## src/rtl/mdio_slave.sv

```systemverilog
// Clause 22 MDIO responder (PHY side).
// Oversamples MDC/MDIO on clk, decodes frames addressed to C_PHY_ADDR, issues
// single-cycle register strobes and returns read data through an external tristate.
module mdio_slave #(
  parameter logic [4:0]  C_PHY_ADDR     = 5'd0,
  parameter int unsigned C_PREAMBLE_MIN = 32,
  parameter int unsigned C_SYNC_STAGES  = 2
) (
  input  logic        clk,
  input  logic        rst_n,
  input  logic        mdc,
  input  logic        mdio_i,
  output logic        mdio_o,
  output logic        mdio_t,
  output logic [4:0]  reg_addr,
  output logic [15:0] reg_wdata,
  output logic        reg_wr,
  output logic        reg_rd,
  input  logic [15:0] reg_rdata,
  output logic        busy
);

  localparam logic [5:0] PreMin = 6'(C_PREAMBLE_MIN);

  typedef enum logic [2:0] {
    StIdle, StSt2, StOp, StPhy, StReg, StTa, StData
  } state_e;

  logic [C_SYNC_STAGES-1:0] mdc_sync;
  logic [C_SYNC_STAGES-1:0] mdio_sync;
  logic                     mdc_prev;
  logic                     bit_ev;
  logic                     smp;

  state_e      state;
  logic [3:0]  cnt;
  logic [5:0]  pre_cnt;
  logic        op_hi;
  logic        is_read;
  logic        match;
  logic [15:0] sr;

  // Synchronize the asynchronous MDC/MDIO inputs into the clk domain.
  always_ff @(posedge clk or negedge rst_n) begin
    if (!rst_n) begin
      mdc_sync  <= '0;
      mdio_sync <= '1;
      mdc_prev  <= 1'b0;
    end else begin
      mdc_sync  <= {mdc_sync[C_SYNC_STAGES-2:0], mdc};
      mdio_sync <= {mdio_sync[C_SYNC_STAGES-2:0], mdio_i};
      mdc_prev  <= mdc_sync[C_SYNC_STAGES-1];
    end
  end

  assign bit_ev = mdc_sync[C_SYNC_STAGES-1] & ~mdc_prev;
  assign smp    = mdio_sync[C_SYNC_STAGES-1];

  // Frame decoder FSM; all outputs registered.
  always_ff @(posedge clk or negedge rst_n) begin
    if (!rst_n) begin
      state     <= StIdle;
      cnt       <= '0;
      pre_cnt   <= '0;
      op_hi     <= 1'b0;
      is_read   <= 1'b0;
      match     <= 1'b0;
      sr        <= '0;
      mdio_o    <= 1'b1;
      mdio_t    <= 1'b1;
      reg_addr  <= '0;
      reg_wdata <= '0;
      reg_wr    <= 1'b0;
      reg_rd    <= 1'b0;
      busy      <= 1'b0;
    end else begin
      reg_wr <= 1'b0;
      reg_rd <= 1'b0;
      // Read data arrives the cycle after the read strobe.
      if (reg_rd) sr <= reg_rdata;
      if (bit_ev) begin
        case (state)
          StIdle: begin
            if (smp) begin
              if (pre_cnt != 6'd63) pre_cnt <= pre_cnt + 6'd1;
            end else begin
              if (pre_cnt >= PreMin) begin
                state <= StSt2;
                busy  <= 1'b1;
              end
              pre_cnt <= '0;
            end
          end
          StSt2: begin
            if (smp) begin
              state <= StOp;
              cnt   <= '0;
            end else begin
              state <= StIdle;
              busy  <= 1'b0;
            end
          end
          StOp: begin
            if (cnt == 4'd0) begin
              op_hi <= smp;
              cnt   <= 4'd1;
            end else if (op_hi != smp) begin
              is_read <= op_hi;
              state   <= StPhy;
              cnt     <= '0;
            end else begin
              state <= StIdle;
              busy  <= 1'b0;
            end
          end
          StPhy: begin
            sr <= {sr[14:0], smp};
            if (cnt == 4'd4) begin
              match <= ({sr[3:0], smp} == C_PHY_ADDR);
              state <= StReg;
              cnt   <= '0;
            end else begin
              cnt <= cnt + 4'd1;
            end
          end
          StReg: begin
            reg_addr <= {reg_addr[3:0], smp};
            if (cnt == 4'd4) begin
              if (is_read && match) reg_rd <= 1'b1;
              state <= StTa;
              cnt   <= '0;
            end else begin
              cnt <= cnt + 4'd1;
            end
          end
          StTa: begin
            if (cnt == 4'd0) begin
              if (!is_read && !smp) begin
                state <= StIdle;
                busy  <= 1'b0;
              end else begin
                if (is_read && match) begin
                  mdio_t <= 1'b0;
                  mdio_o <= 1'b0;
                end
                cnt <= 4'd1;
              end
            end else if (!is_read && smp) begin
              state <= StIdle;
              busy  <= 1'b0;
            end else begin
              // Present rdata[15] so the master sees it at the first data edge.
              if (is_read && match) begin
                mdio_o <= sr[15];
                sr     <= {sr[14:0], 1'b0};
              end
              state <= StData;
              cnt   <= '0;
            end
          end
          StData: begin
            sr <= {sr[14:0], smp};
            if (is_read && match) mdio_o <= sr[15];
            if (cnt == 4'd15) begin
              mdio_t <= 1'b1;
              mdio_o <= 1'b1;
              state  <= StIdle;
              busy   <= 1'b0;
              if (!is_read && match) begin
                reg_wdata <= {sr[14:0], smp};
                reg_wr    <= 1'b1;
              end
            end else begin
              cnt <= cnt + 4'd1;
            end
          end
          default: begin
            state <= StIdle;
            busy  <= 1'b0;
          end
        endcase
      end
    end
  end

endmodule

```

## config.mk

```make
export PLATFORM = sky130hd
export DESIGN_NAME = mdio_slave
export DESIGN_NICKNAME = d
export VERILOG_FILES = /design/src/rtl/mdio_slave.sv
export SDC_FILE = /design/constraint.sdc
export NUM_CORES = 1
export LEC_CHECK = 0
export CORE_MARGIN = 5
export CORE_UTILIZATION = 58
export CTS_CLUSTER_SIZE = 40
export DETAILED_ROUTE_END_ITERATION = 7
export PLACE_DENSITY = 0.83
export SYNTH_ARGS = -nofsm -noshare
export SYNTH_HDL_FRONTEND = slang
export SYNTH_SLANG_ARGS = --single-unit
```

## constraint.sdc

```tcl
create_clock -name clk -period 3.85 [get_ports clk]
set_clock_uncertainty 0.2 [all_clocks]
set_input_delay 0.385 -clock clk [delete_from_list [all_inputs] [get_ports clk]]
set_output_delay 0.385 -clock clk [all_outputs]
set_load 0.02 [all_outputs]
```

==> impl_summary.log, run 1 <==
[metrics] RSZ-0062 raised after global routing: false
[metrics] count of final max-slew check failures: 0
[metrics] Gate Count Post-Synth: 292
[metrics] Setup-failing EPs final: 0
[metrics] cell count of the worst hold path: 0
[metrics] sinks on the clock net: 63
[metrics] placed cell count: 396
[metrics] commonest non-fill, non-tap cells in the layout: sky130_fd_sc_hd__dfrtp_1 (59), sky130_fd_sc_hd__clkdlybuf4s50_1 (44), sky130_fd_sc_hd__nor2_1 (30)
[metrics] share of the clock period used by the worst path: 69.1%
[metrics] Setup TNS Final: 0 ns
[metrics] slew of the pin with the lowest slew margin: 0.942 ns
[metrics] input/output buffers: 45
[metrics] Final nets: 360
[metrics] crit path kind: flip-flop to flip-flop
[metrics] area enclosed by the die boundary: 7070 um^2
[metrics] post-cts resize count: 0
[metrics] leakage power figure: 1.54 nW
[metrics] violation count after the first detailed-route iteration: 187
[metrics] Worst R2R End: sr[2]$_DFF_PN0_
[metrics] number of synthesized flops with an enable pin: 0
[metrics] clock slew at reported path FFs: 0.06 ns
[metrics] Post-CTS Repair Setup Buffers: 0
[metrics] pin count of the biggest net entering global routing: 38
[metrics] net count of the mapped netlist: 316
[metrics] worst hold path endpoint: mdc_sync[1]$_DFF_PN0_
[metrics] critical-path maximum fanout: 31
[metrics] Clock Tree Buf Depth: 2
[metrics] initial core utilization: 58.9%
[metrics] kind of path behind the tightest hold check: flip-flop to flip-flop
[metrics] required time at the endpoint of the critical path: 3.83 ns
[metrics] Yosys cell types: 57
[metrics] fmax: 376 MHz
[metrics] setup slack of the worst register-to-register path: 1.19 ns
[metrics] Routed wire per std cell: 15.9 um
[metrics] share of final-layout standard cells stronger than drive strength 1: 16.1%
[metrics] portion of the post-synthesis area used by sequential elements: 49.7%
[metrics] clock period minus final worst setup slack: 2.66 ns
[metrics] PwrDens: 368 nW/um^2
[metrics] post-route total power: 0.00142 W
[metrics] #FFs+latches synth: 63
[metrics] width of the die: 84.1 um
[metrics] critical path endpoint category: flip-flop
[metrics] first-pass GRT wire length: 11200 um
[metrics] clock latency of the later-clocked register in the worst-skew pair: 0.34 ns
[metrics] WL final: 6580 um
[metrics] final number of hold-violating endpoints: 0
[metrics] Top-Level Pins: 46
[metrics] number of global-route vias before repair: 2292
[metrics] number of antenna cells inserted: 0
[metrics] CTS tree: yes
[metrics] total routing resource utilization after global routing: 19.9%
[metrics] Post-synth top flop: sky130_fd_sc_hd__dfrtp_1
[metrics] detailed-route vias per instance: 5.73
[metrics] HP Start: mdc_sync[0]$_DFF_PN0_
[metrics] DR pass1 iterations: 4
[metrics] antenna violations before repair: 0
[metrics] total clock buffers created by CTS: 9
[metrics] core region area: 5410 um^2
[metrics] DRC errors left: 0
[metrics] global route overflow: 0
[metrics] standard-cell row count: 27
[metrics] Max rail drop VDD: 289 uV
[metrics] run status: completed
[metrics] most frequent standard cell in the layout excluding fill and tap cells: sky130_fd_sc_hd__dfrtp_1
[metrics] share of synthesized flip-flops with an asynchronous set or reset: 100%
[metrics] GPL Wtd Cong: 0.902
[metrics] number of vias in the routed layout: 2366
[metrics] clock tree root driver cell: sky130_fd_sc_hd__clkbuf_8
[metrics] count of maximum capacitance violations: 0
[metrics] synthesized area per cell: 10.9 um^2
[metrics] H-tree levels: 3
[metrics] arrival time of data at the critical path endpoint: 2.64 ns
[metrics] relative slew slack: 37.1%
[metrics] number of nets with antenna violations after routing: 0
[metrics] overall die height: 84.1 um
[metrics] Post-Synthesis Cell Area: 3180 um^2
[metrics] count of placed standard cells in the final layout, fillers left out: 413
[metrics] reg-to-reg critical path startpoint: state[0]$_DFFE_PN0P_
[metrics] Yosys warning count: 0
[metrics] layout overhead on the synthesized area: 21.4%
[metrics] launching element type of the critical path: flip-flop
[metrics] post-detailed-placement half-perimeter wirelength: 4520 um
[metrics] R2R depth: 5
## cell type report
class                           count  area (um^2)
Inverter                            8         30.0
Tap cell                           72         90.1
Fill cell                         398         1540
Timing Repair Buffer               49          478
Clock inverter                      3         43.8
Multi-Input combinational cell    205         1480
Sequential cell                    63         1580
Clock buffer                       13          159
## worst max path at each step
stage                         start              endpoint  slack, ns  depth (start not counted)
5_1_grt        state[0]$_DFFE_PN0P_      sr[11]$_DFF_PN0_       0.94                          5
2_1_floorplan    cnt[0]$_DFFE_PN0P_  state[2]$_DFFE_PN0P_       1.68                          8
6_report       state[0]$_DFFE_PN0P_       sr[2]$_DFF_PN0_       1.19                          5
3_5_place_dp   state[0]$_DFFE_PN0P_       sr[2]$_DFF_PN0_       1.21                          5
3_3_place_gp   state[0]$_DFFE_PN0P_      sr[11]$_DFF_PN0_       1.35                          5
4_1_cts        state[0]$_DFFE_PN0P_       sr[1]$_DFF_PN0_       1.18                          5
## per-stage QoR
| stage | worst slack (ns) | hold slack (ns) | instance area [um^2] | utilization (%) |
|---|---|---|---|---|
| 6_report | 1.19 | 0.153 | 3860 | 71.5 |
| 4_1_cts | 1.18 | 0.156 | 3860 | 71.5 |
| 5_1_grt | 0.935 | 0.167 | 3860 | 71.5 |
| 2_1_floorplan | 1.68 | -0.111 | 3180 | - |
| 3_3_place_gp | 1.35 | 0.134 | 3650 | 67.5 |
| 3_5_place_dp | 1.21 | 0.140 | 3650 | 67.5 |
## per-layer routing
layer  track usage (%)  vias to the layer above  share of wire (%)
li1                  -                     1143                  -
met1              27.6                     1148                 45
met2              28.8                       66                 47
met3              6.52                        9                6.4
met4              7.31                        0                1.8
met5                 0                        -                  0
## registers in the layout (all words and copies together), names as in the netlist, 2 cells and up
register	count
state	3
pre_cnt	6
sr	16
reg_wdata	16
mdc_sync	2
cnt	4
mdio_sync	2
reg_addr	5
## synthesized netlist by cell type, types with 4 or more instances
cell	count	share of area (%)
sky130_fd_sc_hd__dfrtp_1	59	46
sky130_fd_sc_hd__o21ai_1	6	0.94
sky130_fd_sc_hd__nand3_1	8	1.3
sky130_fd_sc_hd__clkbuf_1	6	0.71
sky130_fd_sc_hd__nor3_1	8	1.3
sky130_fd_sc_hd__a21oi_1	24	3.8
sky130_fd_sc_hd__o21ai_0	13	2.0
sky130_fd_sc_hd__nand2_1	17	2.0
sky130_fd_sc_hd__nor2_1	30	3.5
sky130_fd_sc_hd__inv_1	7	0.83
sky130_fd_sc_hd__ha_1	4	1.6
sky130_fd_sc_hd__buf_2	6	0.94
sky130_fd_sc_hd__mux2_4	9	4.2
sky130_fd_sc_hd__mux2i_1	17	5.3
sky130_fd_sc_hd__nand2b_1	4	0.79
sky130_fd_sc_hd__dfstp_2	4	3.3
sky130_fd_sc_hd__mux2_2	15	5.3
## where the power goes
part	internal [W]	switching, W	total [W]
registers	0.000686	0.0000370	0.000723
logic	0.0000566	0.0000579	0.000114
clock network	0.000335	0.000251	0.000586
total	0.00108	0.000346	0.00142
## logic make-up (layout without fill, tap and decap cells)
family                   Yosys count  after routing  synth area share, %
AO/OA/AOI/OAI                     70             70                 14.6
XOR/XNOR                           2              2                0.550
adder cells (fa/ha/maj)            4              4                 1.57
buffers and inverters             24             73                 3.77
flip-flops                        63             63                 49.7
multiplexers                      41             41                 14.9
AND/OR/NAND/NOR                   88             88                 14.9
## worst max-delay path, stage by stage, from the launching register on
cell and delay [ns]:
sky130_fd_sc_hd__dfrtp_1 0.85, sky130_fd_sc_hd__nand2b_1 0.13, sky130_fd_sc_hd__o311ai_0 0.32, sky130_fd_sc_hd__nand2_1 0.62
sky130_fd_sc_hd__nor2_1 0.30, sky130_fd_sc_hd__a21oi_1 0.07
## timing repair
item	4_1_cts	5_1_grt
hold buffers	1	0
endpoints found under the setup margin	0	0
hold endpoints to repair	36	0
Power figures use the tool's default switching activity.
==> run 2: changes to the inputs <==
Settings changed: CORE_UTILIZATION 58 to 49, PLACE_DENSITY 0.83 to 0.75.
Clock period 3.85 ns to 2.25 ns, I/O delays scaled along.
==> run 2 against run 1 <==
Net effect: global-route usage down 0.63 points; first-iteration DRC count is 15% lower; critical endpoint is now cnt[0]$_DFFE_PN0P_; setup slack got worse by 1.1 ns; via count rose by 4.3%; sequential power up 69%; critical path depth is 2 higher; critical path type unchanged; final area is 6.4% higher; register-to-register slack got worse by 1.1 ns; flip-flop and latch count is the same; clock-buffer cell count down 4; sequential share of layout area decreased by 2.4 points.
==> impl_summary.log, run 2 (synthesis gave the netlist of run 1 again) <==
[metrics] total routing resource utilization after global routing: 19.2% (-0.63 points)
[metrics] Filler Cell Count: 487 (+22%)
[metrics] input/output buffers: 45 (unchanged)
[metrics] GPL Wtd Cong: 0.885 (-1.9%)
[metrics] run status: completed
[metrics] count of final max-slew check failures: 0 (unchanged)
[metrics] antenna violations before repair: 0 (unchanged)
[metrics] sinks on the clock net: 63 (unchanged)
[metrics] number of antenna cells inserted: 0 (unchanged)
[metrics] total cell area at the placement stage: 3880 um^2 (+6.3%)
[metrics] core region area: 6350 um^2 (+17%)
[metrics] required time at the endpoint of the critical path: 2.28 ns (-1.55 ns)
[metrics] master of the slowest instance on the critical path: sky130_fd_sc_hd__dfrtp_1
[metrics] pin count of the biggest net entering global routing: 64 (+68%)
[metrics] slew of the pin with the lowest slew margin: 0.403 ns (-0.539 ns)
[metrics] commonest non-fill, non-tap cells in the layout: sky130_fd_sc_hd__dfrtp_1 (58), sky130_fd_sc_hd__clkdlybuf4s50_1 (44), sky130_fd_sc_hd__nor2_1 (30)
[metrics] delay of the slowest cell on the worst path: 0.41 ns (-0.44 ns)
[metrics] critical path endpoint category: flip-flop
[metrics] CTS tree: yes
[metrics] kind of path behind the tightest hold check: primary input to flip-flop
[metrics] detailed-route vias per instance: 5.58 (-2.6%)
[metrics] initial core utilization: 50.1% (-8.8 points)
[metrics] critical-path maximum fanout: 7 (-77%)
[metrics] RSZ-0062 raised after global routing: false
[metrics] PwrDens: 600 nW/um^2 (+63%)
[metrics] share of final-layout standard cells stronger than drive strength 1: 23.8% (+7.7 points)
[metrics] overall die height: 90.6 um (+7.7%)
[metrics] most frequent standard cell in the layout excluding fill and tap cells: sky130_fd_sc_hd__dfrtp_1
[metrics] Clock Tree Buf Depth: 2 (unchanged)
[metrics] clock slew at reported path FFs: 0.07 ns (about the same)
[metrics] crit path kind: flip-flop to flip-flop
[metrics] clock tree root driver cell: sky130_fd_sc_hd__clkbuf_8
[metrics] Final nets: 384 (+6.7%)
[metrics] area enclosed by the die boundary: 8210 um^2 (+16%)
[metrics] clock latency of the later-clocked register in the worst-skew pair: 0.35 ns (about the same)
[metrics] violation count after the first detailed-route iteration: 159 (-15%)
[metrics] first-pass GRT wire length: 12700 um (+13%)
[metrics] post-detailed-placement half-perimeter wirelength: 5090 um (+13%)
[metrics] width of the die: 90.6 um (+7.7%)
[metrics] layout overhead on the synthesized area: 29.2%
[metrics] worst hold slack: 0.0815 ns (-0.0713 ns)
[metrics] fmax: 463 MHz (+23%)
[metrics] series of cell instances along the critical path: inv_2 > ha_4 > or3b_4 > a31oi_4 > o2111a_4 > o21ai_1 > o32a_1
[metrics] Setup-failing EPs final: 0 (unchanged)
[metrics] count of maximum capacitance violations: 0 (unchanged)
[metrics] DR pass1 iterations: 4 (unchanged)
[metrics] standard-cell row count: 29 (+7.4%)
[metrics] Routed wire per std cell: 16.4 um (+3.2%)
[metrics] Max rail drop VDD: 475 uV (+64%)
[metrics] final number of hold-violating endpoints: 0 (unchanged)
[metrics] leakage power figure: 1.68 nW (+8.8%)
[metrics] DRC errors left: 0 (unchanged)
[metrics] global route overflow: 0 (unchanged)
[metrics] share of the clock period used by the worst path: 96.1% (+27 points)
[metrics] number of vias in the routed layout: 2467 (+4.3%)
[metrics] Top-Level Pins: 46 (unchanged)
[metrics] relative slew slack: 72.4% (+35 points)
[metrics] launching element type of the critical path: flip-flop
[metrics] number of global-route vias before repair: 2565 (+12%)
[metrics] Setup TNS Final: 0 ns (unchanged)
[metrics] number of nets with antenna violations after routing: 0 (unchanged)
[metrics] arrival time of data at the critical path endpoint: 2.20 ns (-0.44 ns)
[metrics] final design area excluding fillers: 4110 um^2 (+6.4%)
[metrics] total clock buffers created by CTS: 9 (unchanged)
[metrics] WL final: 7270 um (+10%)
[metrics] H-tree levels: 3 (unchanged)
[metrics] Regs by FF count: reg_wdata (16), sr (16), pre_cnt (6)
[metrics] Bufs and invs on worst path: 1 (+1)
[metrics] CP top delay family: compound AO/OA/AOI/OAI gates
[metrics] clock period minus final worst setup slack: 2.16 ns (-0.500 ns)
==> run 2: cell types whose count changed in the layout (fill, tap and decap cells not counted), moves of 2 or more <==
cell and delta:
sky130_fd_sc_hd__buf_12 +4, sky130_fd_sc_hd__clkinv_2 +2, sky130_fd_sc_hd__buf_4 +20, sky130_fd_sc_hd__inv_2 +2
sky130_fd_sc_hd__clkbuf_1 -2, sky130_fd_sc_hd__inv_1 -2, sky130_fd_sc_hd__clkbuf_8 -2
==> run 2: metrics by stage <==
| step | power (W) | util [%] | std cells | worst slack, ns |
|---|---|---|---|---|
| global placement | 0.00149 | 61.1 | 424 | 0.0801 |
| floorplan | 0.00137 | - | 292 | 0.0835 |
| CTS | 0.00249 | 64.4 | 441 | 0.0131 |
| global route | 0.00258 | 64.8 | 442 | 0.00577 |
| detailed placement | 0.00150 | 61.1 | 424 | 0.00988 |
| finish | 0.00247 | 64.8 | 442 | 0.0886 |
==> run 2: path summary, 6_finish.rpt <==
kind	startpoint	cells past startpoint	to	slack, ns
max	cnt[0]$_DFFE_PN0P_	7	cnt[0]$_DFFE_PN0P_	0.09
min	mdio_i	1	mdio_sync[0]$_DFF_PN1_	0.08
max reg2reg	cnt[0]$_DFFE_PN0P_	7	cnt[0]$_DFFE_PN0P_	0.09
min reg2reg	mdio_sync[0]$_DFF_PN1_	0	mdio_sync[1]$_DFF_PN1_	0.16
max in group asynchronous	rst_n	3	mdio_o$_DFFE_PN1P_	1.31
min in group asynchronous	rst_n	3	reg_wdata[15]$_DFFE_PN0P_	0.21
==> run 2: routing by layer <==
layer / vias up / global-route usage [%] / part of all wire [%]
li1: 1190 / - / -
met1: 1211 / 26.1 / 46
met2: 53 / 29.4 / 48
met3: 13 / 3.75 / 4.2
met4: 0 / 9.31 / 2.0
met5: - / 0 / 0
==> run 2: layout make-up <==
class / count / area, um^2 / share of cell area (%)
Clock buffer: 9 / 124 / 3.01
Clock inverter: 7 / 71.3 / 1.73
Tap cell: 77 / 96.3 / 2.34
Sequential cell: 63 / 1580 / 38.5
Multi-Input combinational cell: 205 / 1500 / 36.5
Inverter: 8 / 30.0 / 0.730
Timing Repair Buffer: 73 / 708 / 17.2
==> run 2: worst register-to-register path, cell delays in order, from the launching register on <==
cell and delay (ns):
sky130_fd_sc_hd__dfrtp_1 0.41, sky130_fd_sc_hd__inv_2 0.08, sky130_fd_sc_hd__ha_4 0.14, sky130_fd_sc_hd__or3b_4 0.41, sky130_fd_sc_hd__a31oi_4 0.16, sky130_fd_sc_hd__o2111a_4 0.28, sky130_fd_sc_hd__o21ai_1 0.07, sky130_fd_sc_hd__o32a_1 0.28
==> run 2: timing repair <==
action                     CTS  global route
hold endpoints to repair    63             0
setup endpoints to repair    1            16
pin swaps                    0             1
cloned                       0             0
buffers inserted             0             1
resized for setup            1             6
hold buffers                 1             0
==> run 2: where the power goes <==
part	internal, W	leakage [nW]	total, W	switching [W]
sequential	0.00117	0.764	0.00122	0.0000476
combinational	0.000134	0.810	0.000264	0.000130
clock	0.000512	0.103	0.000981	0.000469
total	0.00182	1.68	0.00247	0.000646
==> run 3: changes to the inputs <==
Settings changed: CORE_UTILIZATION 49 to 58, PLACE_DENSITY 0.75 to 0.83, SLEW_MARGIN set to 0.
Clock period 2.25 ns to 2.7 ns, I/O delays scaled along.
==> run 3 against run 2 <==
Net effect: final area is 4.3% lower; clock power is 7.2% lower; largest cell class unchanged; total power is 14% lower; clock-buffer cell count stayed put.
==> impl_summary.log, run 3 (synthesis gave the netlist of run 1 again) <==
[metrics] leakage power figure: 1.58 nW (-5.7%)
[metrics] WL final: 7040 um (-3.1%)
[metrics] required time at the endpoint of the critical path: 2.72 ns (+0.44 ns)
[metrics] met2 usage: 33.9% (+4.6 points)
[metrics] R2R depth: 7 (unchanged)
[metrics] first-pass GRT wire length: 11800 um (-6.7%)
[metrics] overall die height: 84.1 um (-7.2%)
[metrics] H-tree levels: 3 (unchanged)
[metrics] arrival time of data at the critical path endpoint: 2.41 ns (+0.21 ns)
[metrics] Clock Tree Buf Depth: 2 (unchanged)
[metrics] area taken by multi-input logic gates: 1480 um^2 (-1.3%)
[metrics] global-route track usage on met3: 4.15% (+0.40 points)
[metrics] beginning of the critical path: cnt[0]$_DFFE_PN0P_
[metrics] global route overflow: 0 (unchanged)
[metrics] Setup TNS Final: 0 ns (unchanged)
[metrics] Worst R2R End: state[2]$_DFFE_PN0P_
[metrics] most frequent standard cell in the layout excluding fill and tap cells: sky130_fd_sc_hd__dfrtp_1
[metrics] number of vias in the routed layout: 2415 (-2.1%)
[metrics] count of maximum capacitance violations: 0 (unchanged)
[metrics] RSZ-0062 raised after global routing: false
[metrics] Final nets: 366 (-4.7%)
[metrics] area enclosed by the die boundary: 7070 um^2 (-14%)
[metrics] crit path kind: flip-flop to flip-flop
[metrics] DR pass1 iterations: 4 (unchanged)
[metrics] Max rail drop VDD: 419 uV (-12%)
[metrics] width of the die: 84.1 um (-7.2%)
[metrics] DRC errors left: 0 (unchanged)
[metrics] final number of hold-violating endpoints: 0 (unchanged)
[metrics] final design area excluding fillers: 3940 um^2 (-4.3%)
[metrics] Top-Level Pins: 46 (unchanged)
[metrics] GPL Wtd Cong: 0.897 (+1.4%)
[metrics] slew of the pin with the lowest slew margin: 0.786 ns (+0.383 ns)
[metrics] number of global-route vias before repair: 2430 (-5.3%)
[metrics] detailed-route vias per instance: 5.76 (+3.3%)
[metrics] run status: completed
[metrics] cell count of the worst hold path: 1 (unchanged)
[metrics] commonest non-fill, non-tap cells in the layout: sky130_fd_sc_hd__dfrtp_1 (59), sky130_fd_sc_hd__clkdlybuf4s50_1 (44), sky130_fd_sc_hd__nor2_1 (30)
[metrics] sinks on the clock net: 63 (unchanged)
[metrics] Setup-failing EPs final: 0 (unchanged)
[metrics] setup slack of the worst register-to-register path: 0.31 ns (+0.22 ns)
[metrics] post-cts resize count: 0 (-1)
[metrics] placed cell count: 402 (-5.2%)
[metrics] Routed wire per std cell: 16.8 um (+2.2%)
[metrics] Critical Path End: state[2]$_DFFE_PN0P_
[metrics] pin count of the biggest net entering global routing: 36 (-44%)
[metrics] critical-path maximum fanout: 7 (unchanged)
[metrics] antenna violations before repair: 0 (unchanged)
[metrics] post-layout utilization of the core: 72.8% (+8.1 points)
[metrics] total area of sequential cells: 1580 um^2 (about the same)
[metrics] input/output buffers: 45 (unchanged)
[metrics] GR Util met1: 27.9% (+1.8 points)
[metrics] count of final max-slew check failures: 0 (unchanged)
[metrics] number of nets with antenna violations after routing: 0 (unchanged)
[metrics] share of the clock period used by the worst path: 88.5% (-7.6 points)
[metrics] critical path endpoint category: flip-flop
[metrics] clock latency of the later-clocked register in the worst-skew pair: 0.34 ns (about the same)
[metrics] share of final-layout standard cells stronger than drive strength 1: 18.2% (-5.7 points)
[metrics] busiest layer in global routing: met2
[metrics] Filler Cell Count: 393 (-19%)
[metrics] total routing resource utilization after global routing: 21.0% (+1.8 points)
[metrics] layout overhead on the synthesized area: 23.7%
[metrics] fmax: 419 MHz (-9.5%)
[metrics] clock period minus final worst setup slack: 2.39 ns (+0.228 ns)
[metrics] relative slew slack: 47.4% (-25 points)
[metrics] core region area: 5410 um^2 (-15%)
[metrics] count of placed standard cells in the final layout, fillers left out: 419 (-5.2%)
[metrics] Post-CTS Repair Setup Buffers: 0 (unchanged)
[metrics] violation count after the first detailed-route iteration: 168 (+5.7%)
[metrics] CTS tree: yes
[metrics] Regs by FF count: reg_wdata (16), sr (16), pre_cnt (6)
[metrics] kind of path behind the tightest hold check: primary input to flip-flop
[metrics] master of the slowest instance on the critical path: sky130_fd_sc_hd__or4_1
[metrics] clock slew at reported path FFs: 0.07 ns (about the same)
[metrics] series of cell instances along the critical path: inv_1 > ha_1 > nor3b_1 > and2_1 > or4_1 > o21ai_1 > o31ai_2
[metrics] PwrDens: 539 nW/um^2 (-10%)
[metrics] clock tree root driver cell: sky130_fd_sc_hd__clkbuf_8
[metrics] total cell area at the placement stage: 3710 um^2 (-4.4%)
[metrics] standard-cell row count: 27 (-6.9%)
[metrics] initial core utilization: 58.9% (+8.8 points)
[metrics] post-detailed-placement half-perimeter wirelength: 4960 um (-2.7%)
[metrics] number of antenna cells inserted: 0 (unchanged)
[metrics] reg-to-reg critical path startpoint: cnt[0]$_DFFE_PN0P_
[metrics] total clock buffers created by CTS: 9 (unchanged)
[metrics] delay of the slowest cell on the worst path: 0.66 ns (+0.25 ns)
[metrics] launching element type of the critical path: flip-flop
[metrics] Hold Buf Count CTS: 1 (unchanged)
[run 3: how the worst min path moves through the flow]
stage	startpoint	end	slack [ns]
2_1_floorplan	rst_n	busy$_DFFE_PN0P_	-0.23
3_3_place_gp	rst_n	reg_wdata[15]$_DFFE_PN0P_	0.13
3_5_place_dp	rst_n	reg_wdata[15]$_DFFE_PN0P_	0.14
4_1_cts	mdio_i	mdio_sync[0]$_DFF_PN1_	0.14
5_1_grt	mdio_i	mdio_sync[0]$_DFF_PN1_	0.14
6_report	mdio_i	mdio_sync[0]$_DFF_PN1_	0.14
[run 3: stage by stage]
| stage | total power [W] | worst slack, ns | hold WS (ns) |
|---|---|---|---|
| finish | 0.00212 | 0.311 | 0.144 |
| global route | 0.00220 | 0.173 | 0.142 |
| CTS | 0.00213 | 0.323 | 0.139 |
| detailed placement | 0.00123 | 0.342 | 0.136 |
| global placement | 0.00122 | 0.405 | 0.130 |
| floorplan | 0.00114 | 0.534 | -0.226 |
[run 3: report_power, final]
group	internal, W	switching (W)
logic	0.0000879	0.0000975
clock network	0.000521	0.000389
registers	0.000978	0.0000484
total	0.00159	0.000534
[run 3: final cells by class]
type	count	area share, %
Multi-Input combinational cell	205	37.6
Clock inverter	7	2.41
Clock buffer	9	3.15
Timing Repair Buffer	55	13.6
Inverter	8	0.763
Sequential cell	63	40.2
Tap cell	72	2.29
[run 3: critical path, delay by kind of cell (launching register included)]
family | cells | cell delay (ns)
buffers and inverters | 1 | 0.06
flip-flops | 1 | 0.41
adder cells (fa/ha/maj) | 1 | 0.25
AND/OR/NAND/NOR | 3 | 1.05
AO/OA/AOI/OAI | 2 | 0.30
[run 3: routing by layer]
metal | wire length [um] | part of all wire, %
met2 | 3500 | 50
met3 | 264 | 3.8
met1 | 3240 | 46
met5 | 0 | 0
met4 | 45 | 0.64
